==> src/rtl/uart_frame_sender_if.sv <==
// uart_frame_sender_if: payload byte stream in, UART byte handshake out, plus framer status
interface uart_frame_sender_if #(
    parameter int FIFO_DEPTH = 64
);
    logic [7:0]                  s_data;
    logic                        s_valid;
    logic                        s_ready;
    logic [7:0]                  uart_tx_data;
    logic                        uart_tx_en;
    logic                        uart_tx_done;
    logic [$clog2(FIFO_DEPTH):0] fifo_level;
    logic                        busy;
    logic                        frame_done;

    modport master (
        output s_data, s_valid, uart_tx_done,
        input  s_ready, uart_tx_data, uart_tx_en, fifo_level, busy, frame_done
    );

    modport slave (
        input  s_data, s_valid, uart_tx_done,
        output s_ready, uart_tx_data, uart_tx_en, fifo_level, busy, frame_done
    );
endinterface

==> src/rtl/uart_frame_sender.sv <==
// uart_frame_sender: buffers payload bytes and sends HDR0 HDR1 payload checksum frames to a UART transmitter
module uart_frame_sender #(
    parameter int         FIFO_DEPTH  = 64,
    parameter int         PAYLOAD_LEN = 32,
    parameter logic [7:0] HDR0        = 8'hAA,
    parameter logic [7:0] HDR1        = 8'h55
) (
    input  logic               sys_clk,
    input  logic               sys_rst,
    uart_frame_sender_if.slave bus
);
    localparam int AW = $clog2(FIFO_DEPTH);
    localparam int LW = AW + 1;
    localparam logic [1:0] IDLE = 2'd0, ISSUE = 2'd1, WAIT = 2'd2;
    localparam logic [1:0] PH_HDR0 = 2'd0, PH_HDR1 = 2'd1, PH_PAY = 2'd2, PH_CSUM = 2'd3;

    logic [7:0]    mem [FIFO_DEPTH];
    logic [AW-1:0] rd_ptr, wr_ptr;
    logic [LW-1:0] level;
    logic [1:0]    state, phase, next_phase;
    logic [7:0]    idx, csum, head, tx_data;
    logic          tx_en, frame_done, push, pop, last_pay;

    assign head     = mem[rd_ptr];
    assign push     = bus.s_valid && bus.s_ready;
    assign pop      = state == ISSUE && phase == PH_PAY;
    assign last_pay = {1'b0, idx} + 9'd1 >= 9'(PAYLOAD_LEN);

    assign bus.s_ready      = level != LW'(FIFO_DEPTH);
    assign bus.fifo_level   = level;
    assign bus.uart_tx_data = tx_data;
    assign bus.uart_tx_en   = tx_en;
    assign bus.busy         = state != IDLE;
    assign bus.frame_done   = frame_done;

    // phase order wraps CSUM back to HDR0; payload repeats until its last byte is sent
    always_comb next_phase = phase == PH_PAY ? (last_pay ? PH_CSUM : PH_PAY) : phase + 2'd1;

    // payload storage, written on every accepted byte
    always_ff @(posedge sys_clk) begin
        if (push) mem[wr_ptr] <= bus.s_data;
    end

    // FIFO pointers and occupancy; power-of-two depth lets the pointers wrap naturally
    always_ff @(posedge sys_clk) begin
        if (sys_rst) begin
            rd_ptr <= '0;
            wr_ptr <= '0;
            level  <= '0;
        end else begin
            if (push) wr_ptr <= wr_ptr + AW'(1);
            if (pop) rd_ptr <= rd_ptr + AW'(1);
            level <= level + LW'(push) - LW'(pop);
        end
    end

    // frame sequencer: start only with a full payload buffered, issue one byte, wait for its tx_done
    always_ff @(posedge sys_clk) begin
        if (sys_rst) begin
            state      <= IDLE;
            phase      <= PH_HDR0;
            idx        <= '0;
            csum       <= '0;
            tx_en      <= 1'b0;
            tx_data    <= 8'h00;
            frame_done <= 1'b0;
        end else begin
            tx_en      <= 1'b0;
            frame_done <= 1'b0;
            case (state)
                IDLE: begin
                    phase <= PH_HDR0;
                    idx   <= '0;
                    csum  <= '0;
                    if (level >= LW'(PAYLOAD_LEN)) state <= ISSUE;
                end
                ISSUE: begin
                    tx_en   <= 1'b1;
                    tx_data <= phase == PH_HDR0 ? HDR0 : phase == PH_HDR1 ? HDR1 : phase == PH_PAY ? head : csum;
                    if (phase == PH_PAY) csum <= csum + head;
                    state <= WAIT;
                end
                WAIT: begin
                    if (bus.uart_tx_done) begin
                        state      <= phase == PH_CSUM ? IDLE : ISSUE;
                        frame_done <= phase == PH_CSUM;
                        phase      <= next_phase;
                        if (phase == PH_PAY) idx <= idx + 8'd1;
                    end
                end
                default: state <= IDLE;
            endcase
        end
    end
endmodule

==> src/flat_wrapper.sv <==
// flat-port wrapper written by rule: the top's interface ports become plain ports
module uart_frame_sender_flat 
#(
    parameter int         FIFO_DEPTH  = 64,
    parameter int         PAYLOAD_LEN = 32,
    parameter logic [7:0] HDR0        = 8'hAA,
    parameter logic [7:0] HDR1        = 8'h55
)
  (sys_clk, sys_rst, bus_s_data, bus_s_valid, bus_uart_tx_done, bus_s_ready, bus_uart_tx_data, bus_uart_tx_en, bus_fifo_level, bus_busy, bus_frame_done);
  uart_frame_sender_if #(.FIFO_DEPTH(FIFO_DEPTH)) bus_i ();
  input  logic sys_clk;
  input  logic sys_rst;
  input wire logic [$bits(bus_i.s_data)-1:0] bus_s_data;
  input wire logic [$bits(bus_i.s_valid)-1:0] bus_s_valid;
  input wire logic [$bits(bus_i.uart_tx_done)-1:0] bus_uart_tx_done;
  output wire logic [$bits(bus_i.s_ready)-1:0] bus_s_ready;
  output wire logic [$bits(bus_i.uart_tx_data)-1:0] bus_uart_tx_data;
  output wire logic [$bits(bus_i.uart_tx_en)-1:0] bus_uart_tx_en;
  output wire logic [$bits(bus_i.fifo_level)-1:0] bus_fifo_level;
  output wire logic [$bits(bus_i.busy)-1:0] bus_busy;
  output wire logic [$bits(bus_i.frame_done)-1:0] bus_frame_done;
  assign bus_i.s_data = bus_s_data;
  assign bus_i.s_valid = bus_s_valid;
  assign bus_i.uart_tx_done = bus_uart_tx_done;
  assign bus_s_ready = bus_i.s_ready;
  assign bus_uart_tx_data = bus_i.uart_tx_data;
  assign bus_uart_tx_en = bus_i.uart_tx_en;
  assign bus_fifo_level = bus_i.fifo_level;
  assign bus_busy = bus_i.busy;
  assign bus_frame_done = bus_i.frame_done;
  uart_frame_sender #(.FIFO_DEPTH(FIFO_DEPTH), .PAYLOAD_LEN(PAYLOAD_LEN), .HDR0(HDR0), .HDR1(HDR1)) u_core (.sys_clk(sys_clk), .sys_rst(sys_rst), .bus(bus_i));
endmodule
==> config.mk <==
export PLATFORM = sky130hd
export DESIGN_NAME = uart_frame_sender_flat
export DESIGN_NICKNAME = d
export VERILOG_FILES = /design/src/rtl/uart_frame_sender_if.sv /design/src/rtl/uart_frame_sender.sv /design/src/flat_wrapper.sv
export SDC_FILE = /design/constraint.sdc
export NUM_CORES = 1
export LEC_CHECK = 0
export ABC_AREA = 1
export ABC_CLOCK_PERIOD_IN_PS = 7550
export CORE_UTILIZATION = 53
export DETAILED_ROUTE_END_ITERATION = 8
export HOLD_SLACK_MARGIN = 0.15
export PLACE_DENSITY_LB_ADDON = 0.25
export SYNTH_ARGS = -nofsm -noshare
export SYNTH_HDL_FRONTEND = slang
export SYNTH_SLANG_ARGS = --single-unit
==> constraint.sdc <==
create_clock -name sys_clk -period 7.55 [get_ports sys_clk]
set_input_delay 1.51 -clock sys_clk [delete_from_list [all_inputs] [get_ports sys_clk]]
set_output_delay 1.51 -clock sys_clk [all_outputs]
set_load 0.1 [all_outputs]
==> results.md, run 1 <==
* Number of synthesized flops with an enable pin at just over 500
* Grt ovf at 0
* # DRC at 0
* Worst Max-Slew Pin Slew at around 1.3 ns
* I/O pin count at 31
* YS warnings at 0
* Pre-Repair DR Iteration Count at 8
* Nets at 2,075
* Internal Power at 5.05 mW
* Worst vdd ir at 0.190 mV
* Setup TNS at 0 ns
* Final min period at ~4.6 ns
* Mapped Area at ~0.023 mm^2
* Die X-Extent at about 210 um
* Initial antenna violation count at 0
* Post-synthesis cell count at 2,039
* Met3 WL at a little under 5000 um
* CTS tree: yes
* Max_slew headroom at 0.144
* M1 wire length at ~24,000 um
* Final Slew Violations at 0
* Hold Startpoint: u_core.idx[7]
* CP Capture Point: u_core.csum[5]
* Yosys reg bits at 567
* Synthesized Nets at 2,076
* Setup crit start kind: flip-flop
* Async SR Flop Fraction at 0
* Final setup fails at 0
* Crit path kind: flip-flop to flip-flop
* Layout overhead on the synthesized area at 9.90%
* Vias at 15,836
* Number of diodes at 0
* Arrival @ worst endpoint at between 5 and 6 ns
* Antenna viol nets, final at 0
* Vias/cell at approximately 5.9
* CTS buffer count at 57
* Setup slack, reg-to-reg at slightly below 3 ns
* Initial Util at 0.540
* DIE AREA at roughly 0.045 mm^2
* # port buffers at 30
* Register area share after synthesis at 0.707
* Worst-skew pair later-pin latency at around 0.61 ns
* Final Skew at around 0.019 ns
* DPL Wire Length at about 33,000 um
* Crit end category: flip-flop
* First-pass GRT wire length at slightly below 90,000 um
* CTS Sinks at approximately 570
* Max layer used: met4
* Layout cells sized above 1 at 0.0552
* Cell accounting for the most synthesized area: edfxtp_1
* Largest net degree at the start of global routing at 140
* Worst-path clk slew at 0.06 ns
* Sequential share of power at 0.517
* Initial DRC count at 1,959
* Pwr Density at about 270 mW/mm^2
* Net switching power at between 1.5 and 2 mW
* Filler Cells Inserted at around 3,500
* Synth cell types at 38
* Vias in the first global route at between 15,000 and 20,000
* Synth Flop Type: edfxtp_1
* Wirelength per Cell at 21.6 um
* Leakage at around 8.8 nW
* Synth area leaders: edfxtp_1, nand2_1, nor2_1, o21ai_0, dfxtp_1
* R2R depth at 19
* Max_cap viols at 0
* Root Driver: clkbuf_16
* Achievable Freq at approximately 220 MHz
* Routability cong. at approximately 0.91
* Cts repair resizes at 0
* Reg-to-Reg End: u_core.csum[5]
* Crit Path Max Fanout at just over 80
* Mean Syn Cell Area at 11.4 um^2
* Hold Vio Cnt, Final at 0
* Gate power share at 0.104
* Synth top area share at 0.660
* Post-CTS Hold Buffers at 0
* Total length of routed met2 wires at roughly 27,000 um
* Post-CTS setup buffer count at 0
* Core outline area at between 0.04 and 0.05 mm^2
* Total wire length at a little under 60,000 um
* Row count at 76
* CP required at approximately 8.1 ns
* Type of the tightest min-delay check: flip-flop to flip-flop
* Status: completed
* Final WS setup at roughly 3 ns
* Clk pwr share at 0.378
* Worst-case clock buffer depth at 3
* GRT Total Usage at 0.262
* Unrepaired setup endpoints after global routing: false
* Die height at about 210 um
* Final period utilization at 0.606
* H-tree Lvls at 2
* Sw frac at 0.256
* Pre-CTS WS at ~3.0 ns
Yosys cell counts (2+ instances only):
cell type	number
buf_1	11
clkbuf_1	52
buf_4	6
buf_6	8
a21oi_1	50
ha_1	23
o21ai_0	245
inv_1	59
nor3b_1	2
nand3_1	112
xor2_1	3
o21ai_1	21
a211oi_1	2
nand4_1	5
o22ai_1	112
fa_1	2
nor2_1	342
inv_2	2
edfxtp_1	512
dfxtp_1	55
clkinv_1	2
buf_2	38
nand2_1	349
and3_1	2
nor3_1	10
nor2_2	2
metal layers:
metal	vias to the layer above	track usage
met2	744	0.409
met5	-	0
li1	7261	-
met1	7727	0.370
met3	104	0.0444
met4	0	0.101
layout by cell type, fill, tap and decap left out, types with 3 or more instances in the layout:
master / Yosys / routed
a21oi_1: 50 / 50
buf_2: 38 / 8
buf_4: 6 / 24
clkbuf_1: 52 / 20
clkbuf_16: 0 / 57
clkdlybuf4s50_1: 0 / 22
clkinv_1: 2 / 17
clkinv_2: 0 / 11
dfxtp_1: 55 / 52
edfxtp_1: 512 / 512
ha_1: 23 / 23
inv_1: 59 / 58
inv_6: 0 / 3
nand2_1: 349 / 349
nand3_1: 112 / 112
nand4_1: 5 / 5
nor2_1: 342 / 342
nor3_1: 10 / 10
o21ai_0: 245 / 245
o21ai_1: 21 / 21
o22ai_1: 112 / 112
xor2_1: 3 / 3
per-stage QoR:
stage          area, um^2  hold WS (ns)  power, mW  std cells  utilization
6_report            25600         0.468       6.79       2670        0.593
5_1_grt             25600         0.497       6.99       2670        0.593
4_1_cts             25600         0.472       6.81       2670        0.593
3_5_place_dp        23900         0.463       4.28       2564        0.554
3_3_place_gp        23900         0.453       4.26       2564        0.554
2_1_floorplan       23300         0.442       4.06       2039            -
cell type report:
class                           count  area (um^2)  area share
Multi-Input combinational cell   1293         6010       0.235
Tap cell                          585          732      0.0286
Sequential cell                   567        16500       0.644
Clock buffer                       77         1500      0.0587
Inverter                           64          246     0.00963
Timing Repair Buffer               55          460      0.0180
Clock inverter                     29          161     0.00631
how the worst min path moves through the flow:
stage / endpoint / cells after the start / slack (ns)
floorplan: flip-flop / 2 / 0.44
global route: u_core.idx[7] / 2 / 0.50
global placement: u_core.idx[7] / 2 / 0.45
CTS: u_core.idx[7] / 2 / 0.47
finish: u_core.idx[7] / 2 / 0.47
detailed placement: u_core.idx[7] / 2 / 0.46
power by group through the flow:
stage	combinational [mW]	sequential, mW	clock (mW)
2_1_floorplan	0.260	3.80	0
3_5_place_dp	0.706	3.58	0
3_3_place_gp	0.688	3.58	0
6_report	0.708	3.51	2.57
5_1_grt	0.758	3.52	2.71
4_1_cts	0.708	3.51	2.59
flip-flops by register name, summed over array words and instances (netlist names), 2 cells and up, named ones only:
name and flops:
u_core.bus.uart_tx_data 8, u_core.rd_ptr 6, u_core.csum 8, u_core.wr_ptr 6, u_core.phase 2, u_core.idx 8, u_core.bus.fifo_level 7, u_core.mem 512
u_core.state 2
kinds of logic (layout without fill, tap and decap cells):
family	Yosys count	in the layout	synth area share
AO/OA/AOI/OAI	438	438	0.101
XOR/XNOR	3	3	0.00113
adder cells (fa/ha/maj)	25	25	0.0141
buffers and inverters	179	225	0.0345
flip-flops	567	567	0.707
AND/OR/NAND/NOR	827	827	0.141
worst max-delay path: stages, from the launching register on:
cell	delay (ns)
dfxtp_4	0.66
buf_4	0.71
buf_4	0.66
o21ai_0	0.21
o22ai_1	0.20
nand2_1	0.07
nand2_1	0.14
nand2_1	0.07
nand3_1	0.10
nand3_1	0.08
nand2_1	0.11
ha_1	0.29
a21o_1	0.17
a31oi_1	0.27
nor2_1	0.09
o21ai_0	0.17
nand2_1	0.08
a21oi_1	0.11
o21ai_0	0.10
a21oi_1	0.12
(Power assumes the default switching activity.)
==> run 2: changes to the inputs <==
Settings changed: ABC_CLOCK_PERIOD_IN_PS 7550 to 3800.
Clock period 7.55 ns to 3.8 ns, I/O delays scaled along.
==> run 2 against run 1 <==
Effect of this change:
- clock-buffer cell count decreased by 8
- first-iteration DRC count is 8.9% lower
- worst hold slack barely moved
- critical path depth up 1
- fmax increased by 34%
- largest cell class unchanged
- die area stayed put
==> results.md, run 2 (synthesized netlist as in run 1, its figures left out) <==
* Flip-flop count of the largest register after layout at just over 500
* Nets at approximately 2,200
* Arrival @ worst endpoint at 3.97 ns
* Row count at 76
* Internal Power at between 10 and 15 mW
* Worst-path clk slew at about 0.060 ns
* CP required at approximately 4.3 ns
* Clk pwr share at 0.409
* CTS tree: yes
* Worst-case clock buffer depth at 3
* Leakage at between 9 and 10 nW
* Initial antenna violation count at 2
* Die X-Extent at between 200 and 250 um
* GRT Total Usage at 0.258
* Setup crit start kind: flip-flop
* Hold Vio Cnt, Final at 0
* Vias at between 15,000 and 20,000
* # DRC at 0
* Layout overhead on the synthesized area at 14.3%
* Unrepaired setup endpoints after global routing: false
* Final period utilization at 0.902
* Most frequent cells in the layout: edfxtp_1, nand2_1, nor2_1
* Initial DRC count at roughly 1,800
* H-tree Lvls at 2
* Sequential share of power at 0.490
* Setup TNS at 0 ns
* Wirelength per Cell at around 21 um
* Final min period at about 3.4 ns
* Pre-CTS WS at ~0.47 ns
* DIE AREA at about 0.045 mm^2
* Max_slew headroom at 0.250
* Status: completed
* Total wire length at roughly 57,000 um
* CTS buffer count at between 50 and 60
* Type of the tightest min-delay check: flip-flop to flip-flop
* Initial Util at 0.540
* I/O pin count at 31
* Grt ovf at 0
* Final Skew at 0.0234 ns
* Max_cap viols at 0
* Final WS setup at 0.372 ns
* Pwr Density at roughly 530 mW/mm^2
* Number of diodes at 0
* Post-CTS setup buffer count at 0
* Final Slew Violations at 0
* Most flops, register: u_core.mem
* Achievable Freq at a little under 300 MHz
* First-pass GRT wire length at around 87,000 um
* Sw frac at 0.248
* Antenna viol nets, final at 0
* Layout cells sized above 1 at 0.101
* Filler Cells Inserted at approximately 3,400
* Crit path kind: flip-flop to flip-flop
* Finished Core Util at 0.617
* Core outline area at approximately 0.043 mm^2
* Final setup fails at 0
* Setup slack, reg-to-reg at 0.37 ns
* Cts repair resizes at 0
* Most common cell after layout, fill and taps aside: edfxtp_1
* Worst Max-Slew Pin Slew at 1.12 ns
* Largest net degree at the start of global routing at 90
* Root Driver: clkbuf_16
* Total power at 14.2 mW
* Placed cell areas at ~0.025 mm^2
* Die height at between 200 and 250 um
* Vias in the first global route at about 15,000
* CTS Sinks at around 570
* DPL Wire Length at ~34,000 um
* Crit end category: flip-flop
* Pre-Repair DR Iteration Count at 5
* Worst-skew pair later-pin latency at between 0.6 and 0.7 ns
* Routability cong. at between 0.8 and 0.9
* # port buffers at 30
* Post-route cell area at between 0.02 and 0.03 mm^2
* Net switching power at about 3.5 mW
* Post-CTS Hold Buffers at 0
* Gate power share at 0.101
* Crit Path Max Fanout at between 40 and 50
* Worst vdd ir at around 0.36 mV
* Vias/cell at roughly 5.8
[run 2: final cells by class]
cell class / instances / area, um^2 / share of cell area
repair buffers: 130 / 1170 / 0.0438
inverters: 64 / 246 / 0.00926
clock inverters: 39 / 427 / 0.0160
well taps: 585 / 732 / 0.0275
flip-flops and latches: 567 / 16500 / 0.620
clock buffers: 69 / 1530 / 0.0576
multi-input cells: 1293 / 6020 / 0.226
[run 2: metrics by stage]
step,hold WS (ns),cells
3_3_place_gp,0.452,2639
2_1_floorplan,0.442,2039
5_1_grt,0.498,2747
4_1_cts,0.467,2747
3_5_place_dp,0.457,2639
6_report,0.468,2747
[run 2: worst paths after layout]
check           startpoint  depth (start not counted)        endpoint
max              flip-flop                         20  u_core.csum[5]
min          u_core.idx[7]                          2   u_core.idx[7]
max reg2reg      flip-flop                         20  u_core.csum[5]
min reg2reg  u_core.idx[7]                          2   u_core.idx[7]
[run 2: critical path, cell delays in order (launching register included)]
cell and delay (ns):
dfxtp_4 0.40, inv_6 0.21, buf_16 0.25, buf_4 0.26, o21ai_0 0.10, o22ai_1 0.13
nand2_1 0.08, nand2_1 0.07, nand2_1 0.04, nand3_1 0.15, nand3_1 0.14, nand2_1 0.13
ha_1 0.30, a21o_1 0.19, a31oi_2 0.20, nor2_1 0.08, o21ai_0 0.15, nand2_1 0.08
a21oi_1 0.12, o21ai_0 0.09, a21oi_1 0.12
[run 2: per-layer routing]
metal,share of wire,global-route usage,up-vias
met5,0.00047,0,-
met4,0.033,0.103,4
met3,0.082,0.0455,117
met2,0.47,0.413,703
met1,0.42,0.353,7718
li1,-,-,7417
[run 2: power by group through the flow]
| stage | Clock, mW | Combinational (mW) | Sequential, mW |
|---|---|---|---|
| floorplan | 0 | 0.520 | 7.55 |
| global placement | 0 | 1.40 | 7.10 |
| detailed placement | 0 | 1.42 | 7.11 |
| CTS | 5.89 | 1.43 | 6.98 |
| global route | 6.11 | 1.53 | 6.99 |
| finish | 5.83 | 1.43 | 6.98 |
==> run 3: changes to the inputs <==
Settings changed: ABC_CLOCK_PERIOD_IN_PS 3800 to default, CORE_UTILIZATION 53 to 33, CTS_BUF_LIST from default to sky130_fd_sc_hd__clkbuf_8 sky130_fd_sc_hd__clkbuf_16.
==> run 3 against run 2 <==
Effect of this change:
- the run now ends with design-rule violations left
- setup slack improved by 0.0094 ns
- sequential cell count did not move
- via count fell by 1.8%
- worst hold slack improved by 0.0022 ns
- clock power fell by 0.7%
- sequential share of layout area fell by 1.4 points
- non-clock buffer count rose by 22
- final cell count rose by 14%
- highest routed layer is now met4
==> results.md, run 3 (synthesized netlist as in run 1, its figures left out) <==
* CP Capture Point: u_core.csum[6]
* Worst-path clk slew at ~0.06 ns
* CTS tree: yes
* Setup slack, reg-to-reg at approximately 0.38 ns
* Initial antenna violation count at 0
* Max_cap viols at 0
* Leakage at roughly 9.5 nW
* Gate power share at 0.101
* Worst-skew pair later-pin latency at 0.64 ns
* # port buffers at 30
* Worst-case clock buffer depth at 3
* Vias in the first global route at ~15,000
* Internal Power at 10.6 mW
* Most common cell after layout, fill and taps aside: edfxtp_1
* Max_slew headroom at 0.341
* Total wire length at between 60,000 and 70,000 um
* Sequential share of power at 0.492
* Flip-flop count of the largest register after layout at roughly 510
* Core outline area at 0.0699 mm^2
* Post-route cell area at 0.0273 mm^2
* Die height at 268 um
* Achievable Freq at ~300 MHz
* Final min period at 3.42 ns
* Number of diodes at 0
* Pre-Repair DR Iteration Count at 7
* Initial Util at 0.333
* Largest net degree at the start of global routing at 75
* Worst vdd ir at 0.343 mV
* Layout cells sized above 1 at 0.109
* DPL Wire Length at around 38,000 um
* Unrepaired setup endpoints after global routing: false
* Wirelength per Cell at slightly below 20 um
* Root Driver: clkbuf_16
* Sw frac at 0.251
* Layout overhead on the synthesized area at 17.0%
* Arrival @ worst endpoint at between 3 and 4 ns
* Crit path kind: flip-flop to flip-flop
* Failing checks: design-rule violations
* Vias at 15,679
* # DRC at 2
* R2R depth at 21
* Net switching power at ~3.6 mW
* Grt ovf at 0
* Pwr Density at about 520 mW/mm^2
* Placed cell areas at 0.0253 mm^2
* Type of the tightest min-delay check: flip-flop to flip-flop
* Setup crit start kind: flip-flop
* Post-CTS Hold Buffers at 0
* Reg-to-Reg End: u_core.csum[6]
* Placed cell count at 3,016
* Final setup fails at 0
* Final Slew Violations at 0
* I/O pin count at 31
* Final Skew at 0.0305 ns
* H-tree Lvls at 2
* Initial DRC count at ~1,500
* CTS Sinks at 567
* Most flops, register: u_core.mem
* Final period utilization at 0.900
* CTS buffer count at 59
* Cts repair resizes at 0
* Worst Max-Slew Pin Slew at around 0.99 ns
* Antenna viol nets, final at 0
* DIE AREA at between 0.07 and 0.08 mm^2
* First-pass GRT wire length at roughly 94,000 um
* Vias/cell at ~5.0
* Status: complete, but fails checks
* Fin cells at around 3,100
* CP required at 4.37 ns
* Setup TNS at 0 ns
* Row count at 97
* Routability cong. at between 0.8 and 0.9
* Die X-Extent at 268 um
* Most frequent cells in the layout: edfxtp_1, nand2_1, nor2_1
* Crit end category: flip-flop
* Crit Path Max Fanout at 38
* GRT Total Usage at 0.171
* Hold Vio Cnt, Final at 0
* Post-CTS setup buffer count at 0
* Nets at about 2,200
* Clk pwr share at 0.408
[run 3: how the worst min path moves through the flow]
stage          slack [ns]              from  cells after the start             to
5_1_grt              0.51     u_core.idx[7]                      2  u_core.idx[7]
3_5_place_dp         0.46     u_core.idx[7]                      2  u_core.idx[7]
4_1_cts              0.47     u_core.idx[7]                      2  u_core.idx[7]
3_3_place_gp         0.46     u_core.idx[7]                      2  u_core.idx[7]
2_1_floorplan        0.44  u_core.rd_ptr[5]                      2      flip-flop
6_report             0.47     u_core.idx[7]                      2  u_core.idx[7]
[run 3: area by class of cell]
| class | instances | area [um^2] |
|---|---|---|
| inverter | 64 | 246 |
| clock inverter | 38 | 298 |
| sequential | 567 | 16500 |
| timing repair buffer | 152 | 1350 |
| multi-input combinational | 1293 | 6010 |
| clock buffer | 71 | 1680 |
| fill | 6768 | 42700 |
| tap | 940 | 1180 |
[run 3: power groups by stage]
| stage | Combinational [mW] | Clock [mW] | Sequential [mW] |
|---|---|---|---|
| 6_report | 1.43 | 5.79 | 6.97 |
| 4_1_cts | 1.43 | 5.92 | 6.98 |
| 5_1_grt | 1.53 | 6.11 | 6.99 |
| 2_1_floorplan | 0.520 | 0 | 7.55 |
| 3_3_place_gp | 1.42 | 0 | 7.10 |
| 3_5_place_dp | 1.43 | 0 | 7.11 |
[run 3: worst max-delay path: stages (launching register included)]
cell     delay [ns]
dfxtp_4        0.47
inv_6          0.18
buf_4          0.25
o21ai_0        0.21
o22ai_1        0.10
nand2_1        0.07
nand2_1        0.07
nand2_1        0.08
nand3_1        0.07
nand3_1        0.15
nand2_1        0.11
ha_1           0.25
fa_1           0.41
a21oi_1        0.16
nor2_1         0.05
nor2_1         0.12
nor2_1         0.07
o21ai_0        0.14
nand2_1        0.09
a21oi_1        0.11
o21ai_0        0.09
a21oi_1        0.11
[run 3: layer usage]
metal,global-route usage,routed length (um)
met5,0,0
met4,0.0469,1330
met3,0.0256,2860
met2,0.284,29100
met1,0.234,28100
[run 3: stage by stage]
stage               hold slack, ns  total power, mW   util  setup WS [ns]
floorplan                    0.442             8.07      -          0.308
global placement             0.458             8.52  0.362          0.463
detailed placement           0.463             8.54  0.362          0.437
CTS                          0.473             14.3  0.390          0.425
global route                 0.508             14.6  0.390         0.0901
finish                       0.470             14.2  0.390          0.381
